## src/rtl/wb_arbiter.sv

```systemverilog
// Writeback arbiter: merges single-cycle ALU results and buffered LSU results onto
// the single registered regfile write port, ALU first with a starvation guard for the LSU.
module wb_arbiter #(
    parameter int XLEN           = 64,
    parameter int LSU_FIFO_DEPTH = 2,
    parameter int STARVE_LIMIT   = 4,
    localparam int CNT_W         = $clog2(LSU_FIFO_DEPTH + 1)
) (
    input  logic             clk,
    input  logic             rst,
    input  logic             alu_valid_i,
    output logic             alu_ready_o,
    input  logic [4:0]       alu_rd_i,
    input  logic [XLEN-1:0]  alu_data_i,
    input  logic             lsu_valid_i,
    output logic             lsu_ready_o,
    input  logic [4:0]       lsu_rd_i,
    input  logic [XLEN-1:0]  lsu_data_i,
    output logic [4:0]       w_addr_o,
    output logic [XLEN-1:0]  w_data_o,
    output logic             w_ena_o,
    output logic [CNT_W-1:0] fifo_count_o
);

    localparam int PTR_W = (LSU_FIFO_DEPTH > 1) ? $clog2(LSU_FIFO_DEPTH) : 1;
    localparam int STV_W = $clog2(STARVE_LIMIT + 1);

    logic [CNT_W-1:0] count_q, count_d;
    logic [PTR_W-1:0] wr_ptr_q, wr_ptr_d;
    logic [PTR_W-1:0] rd_ptr_q, rd_ptr_d;
    logic [STV_W-1:0] starve_q, starve_d;
    logic [4:0]       w_addr_q, w_addr_d;
    logic [XLEN-1:0]  w_data_q, w_data_d;
    logic             w_ena_q, w_ena_d;

    logic [4:0]       mem_rd   [LSU_FIFO_DEPTH];
    logic [XLEN-1:0]  mem_data [LSU_FIFO_DEPTH];

    logic force_lsu, fifo_empty, fifo_full;
    logic alu_fire, push, pop;

    function automatic logic [PTR_W-1:0] ptr_inc(input logic [PTR_W-1:0] p);
        // explicit wrap so non-power-of-2 depths work
        if (p == PTR_W'(LSU_FIFO_DEPTH - 1)) return '0;
        return p + PTR_W'(1);
    endfunction

    // Readies come from flops and rst only; no valid->ready path.
    assign force_lsu   = (starve_q == STV_W'(STARVE_LIMIT));
    assign fifo_empty  = (count_q == '0);
    assign fifo_full   = (count_q == CNT_W'(LSU_FIFO_DEPTH));
    assign alu_ready_o = !rst && !force_lsu;
    assign lsu_ready_o = !rst && !fifo_full;

    assign alu_fire = alu_valid_i && alu_ready_o && (alu_rd_i != 5'd0);
    assign pop      = !alu_fire && !fifo_empty;
    assign push     = lsu_valid_i && lsu_ready_o && (lsu_rd_i != 5'd0);

    always_comb begin
        w_ena_d  = 1'b0;
        w_addr_d = w_addr_q;
        w_data_d = w_data_q;
        if (alu_fire) begin
            w_ena_d  = 1'b1;
            w_addr_d = alu_rd_i;
            w_data_d = alu_data_i;
        end else if (pop) begin
            w_ena_d  = 1'b1;
            w_addr_d = mem_rd[rd_ptr_q];
            w_data_d = mem_data[rd_ptr_q];
        end

        wr_ptr_d = push ? ptr_inc(wr_ptr_q) : wr_ptr_q;
        rd_ptr_d = pop  ? ptr_inc(rd_ptr_q) : rd_ptr_q;

        count_d = count_q;
        case ({push, pop})
            2'b10:   count_d = count_q + CNT_W'(1);
            2'b01:   count_d = count_q - CNT_W'(1);
            default: count_d = count_q;
        endcase

        starve_d = starve_q;
        if (pop || fifo_empty)
            starve_d = '0;
        else if (!force_lsu)
            starve_d = starve_q + STV_W'(1);
    end

    always_ff @(posedge clk or posedge rst) begin
        if (rst) begin
            count_q  <= '0;
            wr_ptr_q <= '0;
            rd_ptr_q <= '0;
            starve_q <= '0;
            w_addr_q <= '0;
            w_data_q <= '0;
            w_ena_q  <= 1'b0;
        end else begin
            count_q  <= count_d;
            wr_ptr_q <= wr_ptr_d;
            rd_ptr_q <= rd_ptr_d;
            starve_q <= starve_d;
            w_addr_q <= w_addr_d;
            w_data_q <= w_data_d;
            w_ena_q  <= w_ena_d;
        end
    end

    // Storage needs no reset: entries are only read when count_q says they are valid.
    always_ff @(posedge clk) begin
        if (push) begin
            mem_rd[wr_ptr_q]   <= lsu_rd_i;
            mem_data[wr_ptr_q] <= lsu_data_i;
        end
    end

    assign w_addr_o     = w_addr_q;
    assign w_data_o     = w_data_q;
    assign w_ena_o      = w_ena_q;
    assign fifo_count_o = count_q;

    a_no_push_full: assert property (@(posedge clk) disable iff (rst) !(push && fifo_full));
    a_no_pop_empty: assert property (@(posedge clk) disable iff (rst) !(pop && fifo_empty));
    a_wena_addr:    assert property (@(posedge clk) disable iff (rst) w_ena_q |-> (w_addr_q != 5'd0));

endmodule

```

## config.mk

```make
export PLATFORM = sky130hd
export DESIGN_NAME = wb_arbiter
export DESIGN_NICKNAME = d
export VERILOG_FILES = /design/src/rtl/wb_arbiter.sv
export SDC_FILE = /design/constraint.sdc
export NUM_CORES = 1
export LEC_CHECK = 0
export BUFFER_PORTS_ARGS = -buffer_cell sky130_fd_sc_hd__buf_2
export CORE_MARGIN = 4
export CORE_UTILIZATION = 35
export CTS_CLUSTER_SIZE = 10
export DETAILED_ROUTE_END_ITERATION = 10
export PLACE_DENSITY = 0.65
export SYNTH_ARGS = -nofsm -noshare
export SYNTH_HDL_FRONTEND = slang
export SYNTH_SLANG_ARGS = --single-unit
```

## constraint.sdc

```tcl
create_clock -name clk -period 5.2 [get_ports clk]
set_clock_uncertainty 0.15 [all_clocks]
set_input_delay 0.78 -clock clk [delete_from_list [all_inputs] [get_ports clk]]
set_output_delay 0.78 -clock clk [all_outputs]
set_load 0.02 [all_outputs]
```

==> impl_summary.md <==
Routing
The routed design has about 19 mm of wire. The post-detailed-route wirelength per cell is 15.9 um. The number of DRC markers in iteration 0 is 339. The routed layout has ~5500 vias. The total iterations of the first detailed-routing run is 4. Using the TritonRoute via totals, the vias-per-cell ratio works out to between 4 and 5. The number of nets with antenna violations after detailed routing is 0. For this run, design rule violations remaining after detail routing come to 0.

Timing
The hold violation count in the final report is 0. Setup repair after global routing left no endpoint under its margin. The worst pin sits at a relative slew slack of 0.418. The transition time at the pin with the least slew margin is 0.872 ns. The highest clock frequency the design can meet is 0.329 GHz. The routed design could run at a clock period as short as 3.04 ns. Summed over all failing endpoints, the final setup total negative slack is 0 ns. The setup slack after layout is 2.16 ns. Setup violations remaining at the end of the flow were counted as 0. The count of pins over their slew limit is 0.

In the finished design, the share of the clock period the worst path needs comes to 0.584.

Cells and area
Compared with the post-synthesis result, the final layout area differs by 25.7%. Summing all multi-input logic gate instances after layout gives approximately 2200 um^2. In the final layout, the share of cells above drive strength 1 is 0.302. The final layout net count is 991. The number of antenna diodes is 0. The storage element area is 6070 um^2. The filler cell count in the final layout is between 2000 and 2500.

Logic synthesis
Synthesis produced a netlist whose cell count is 634. The share of synthesized area spent on multiplexers is 0.0822. The area fraction in compound gates after synthesis came to 0.0867. Summed over all instances, the cell type with the most area after synthesis is sky130_fd_sc_hd__edfxtp_1. By instance count, the leading cell after synthesis is sky130_fd_sc_hd__edfxtp_1. Among all flip-flop cells after synthesis, the most frequent one is sky130_fd_sc_hd__edfxtp_1. The sequential fraction of the synthesis area is 0.723. The share of synthesized area in the top cell type comes to 0.493. When the netlist entered floorplanning its net count stood at 779. In this run the mean area of a mapped cell was roughly 13 um^2.

The main combinational cell family by area after synthesis is compound AO/OA/AOI/OAI gates. The arithmetic-cell share of the synthesized area counting full adders, half adders and majority gates is 0.00447. The number of enable-type register cells in the synthesized netlist is 138. The total number of yosys warnings is 0. Synthesis inferred 215 register bits. Sorting the synthesized cells by area gives the leading types as sky130_fd_sc_hd__edfxtp_1 49%, sky130_fd_sc_hd__dfrtp_1 23%, sky130_fd_sc_hd__mux2i_1 8.2%, sky130_fd_sc_hd__a21oi_1 4.3%, sky130_fd_sc_hd__o21ai_0 3.6%. The share of flip-flops with an asynchronous set or reset is 0.358. The commonest cells after synthesis are 138 x sky130_fd_sc_hd__edfxtp_1, 77 x sky130_fd_sc_hd__dfrtp_1, 76 x sky130_fd_sc_hd__nor2_1. Yosys mapped the design onto 24 distinct sky130hd cell types.

Of the total synthesized cell area, the portion taken by AND, OR, NAND and NOR gates is 0.0725. Of the total synthesized cell area, the portion taken by XOR and XNOR cells is 0.00715. The cell area after technology mapping is 8400 um^2.

Clock network
The post-cts hold buffer count is 0. The post-cts repair resize count is 0. CTS placed an instance of sky130_fd_sc_hd__clkbuf_16 at the clock tree root. For this design, the sink count on the clock tree is 215. In this run the number of H-tree levels came out at 1. The clock input transition at the sequential cells of the worst setup and hold paths is about 0.06 ns. Counting along the longest clock path gives a buffer depth of 3. At the later pin of the worst-skew pair, clock insertion delay measures 0.52 ns. The total clock buffers created by CTS is 26. Buffers added to address setup during post-CTS repair amount to 0. The TritonCTS clock tree is done.

Die
The die area is ~27000 um^2. The overall die width is about 160 um. The initial core utilization is 0.357. Row generation in the floorplan step produced 56 rows. The die is 163 um tall. The count of boundary I/O pins is 216. The region available for standard cell placement spans between 20000 and 25000 um^2.

Setup path
STA classifies the critical path endpoint as a register. The highest fanout seen on the critical path is 83. The start-to-end type of the worst setup path is register to register. The family with the most delay on the worst path is compound AO/OA/AOI/OAI gates. The worst endpoint required time is approximately 5.4 ns.

For this run, the slowest stage of the critical path takes between 0.8 and 0.9 ns. The element type at the critical path start is a register. Together, buffers and inverters on the worst path number 2.

The signal on the critical path passes through inv_1 > ha_1 > a21oi_1 > o211a_4 > buf_4 > o21ai_0. On the critical path, the stage with the largest delay is an instance of sky130_fd_sc_hd__o211a_4. The arrival time at the worst endpoint is between 3 and 4 ns.

Power and ir drop
Summed over all cells, the static leakage comes to 4.40 nW. IR analysis of the VDD net gives a maximum drop of 0.307 mV. In this run the power density over the cells is between 500 and 600 nW/um^2.

Placed design
The count of port buffers added during placement is 215. The congestion estimate from routability-driven global placement came to 0.709. The half-perimeter wire length after detailed placement is 12.4 mm. The worst-case setup slack after placement is 1.88 ns.

Worst hold path
The min-delay analysis places its worst path in the category input port to async pin.

GRT
The initial antenna violation count is 2. The overall routing resource usage is 0.139. The number of global-route vias before repair was 5588. The final global-route overflow total is 0. The first-pass GRT wire length is 29.2 mm. The largest net degree at the start of global routing is 84.

Flow run
Max-cap violations in this run came to 0.

Status
The run finished with clean final reports.
[worst reg2reg max path, cell delays in order, from the launching register on]
cell	delay, ns
sky130_fd_sc_hd__dfrtp_1	0.39
sky130_fd_sc_hd__inv_1	0.07
sky130_fd_sc_hd__ha_1	0.24
sky130_fd_sc_hd__a21oi_1	0.43
sky130_fd_sc_hd__o211a_4	0.84
sky130_fd_sc_hd__buf_4	0.57
sky130_fd_sc_hd__o21ai_0	0.22
[stage by stage]
| step | instances | total power (W) | cell area, um^2 | util | hold slack, ns |
|---|---|---|---|---|---|
| 6_report | 1184 | 0.00602 | 10600 | 0.449 | 0.252 |
| 3_5_place_dp | 1137 | 0.00445 | 9780 | 0.415 | 0.384 |
| 5_1_grt | 1184 | 0.00641 | 10600 | 0.449 | 0.266 |
| 4_1_cts | 1184 | 0.00613 | 10600 | 0.449 | 0.260 |
| 3_3_place_gp | 1137 | 0.00441 | 9780 | 0.415 | 0.376 |
| 2_1_floorplan | 634 | 0.00381 | 8400 | - | 0.318 |
[metal layers]
layer  track usage  wire, um  vias up
li1              -         -     2692
met1         0.171      7960     2568
met2         0.238      9060      155
met3        0.0395      1300       38
met4        0.0381       495        4
met5             0        23        -
[placed cells by master (no fill, tap or decap), drive strengths merged]
| master | instances |
|---|---|
| buf | 222 |
| edfxtp | 138 |
| dfrtp | 77 |
| nor2 | 77 |
| a21oi | 72 |
| nand2 | 70 |
| o21ai | 70 |
| mux2i | 69 |
| clkbuf | 43 |
| xnor2 | 4 |
| inv | 4 |
| clkinv | 4 |
| nand3 | 3 |
| ha | 3 |
| or4 | 2 |
| xor2 | 2 |
| o211a | 1 |
| nand2b | 1 |
| o211ai | 1 |
| nor3 | 1 |
| bufinv | 1 |
[report_power, final]
part,switching (W),internal (W)
Sequential,0.000283,0.00227
Combinational,0.00115,0.000670
Clock,0.000657,0.000994
[area by class of cell]
| type | count | area share |
|---|---|---|
| Tap cell | 319 | 0.0378 |
| Clock inverter | 4 | 0.00533 |
| Clock buffer | 43 | 0.0686 |
| Multi-Input combinational cell | 376 | 0.204 |
| Timing Repair Buffer | 222 | 0.107 |
| Sequential cell | 215 | 0.575 |
| Inverter | 5 | 0.00190 |
[cell families after synthesis]
group	count (synthesis)
DFF	215
and+or+nand+nor	154
AOI/OAI and AO/OA	144
muxes	69
buffers and inverters	43
xor gates and xnor gates	6
adders and majority gates	3
[final timing paths]
check / slack [ns] / startpoint / cells after the start / endpoint
setup reg to reg: 2.16 / starve_q[0] / 6 / w_data_o[8]
hold / removal: 0.25 / rst / 2 / starve_q[2]
setup / recovery: 2.16 / starve_q[0] / 6 / w_data_o[8]
hold reg to reg: 0.39 / w_data_o[41] / 2 / w_data_o[41]
min in group clk: 0.29 / lsu_data_i[14] / 1 / mem_data[1][14]
max in group asynchronous: 3.57 / rst / 3 / rd_ptr_q
[flip-flops by register name (all words and copies together) (netlist names)]
| name | count |
|---|---|
| mem_data | 128 |
| w_data_o | 64 |
| mem_rd | 10 |
| w_addr_o | 5 |
| starve_q | 3 |
| fifo_count_o | 2 |
| rd_ptr_q | 1 |
| w_ena_o | 1 |
| wr_ptr_q | 1 |
Power figures use the tool's default switching activity.
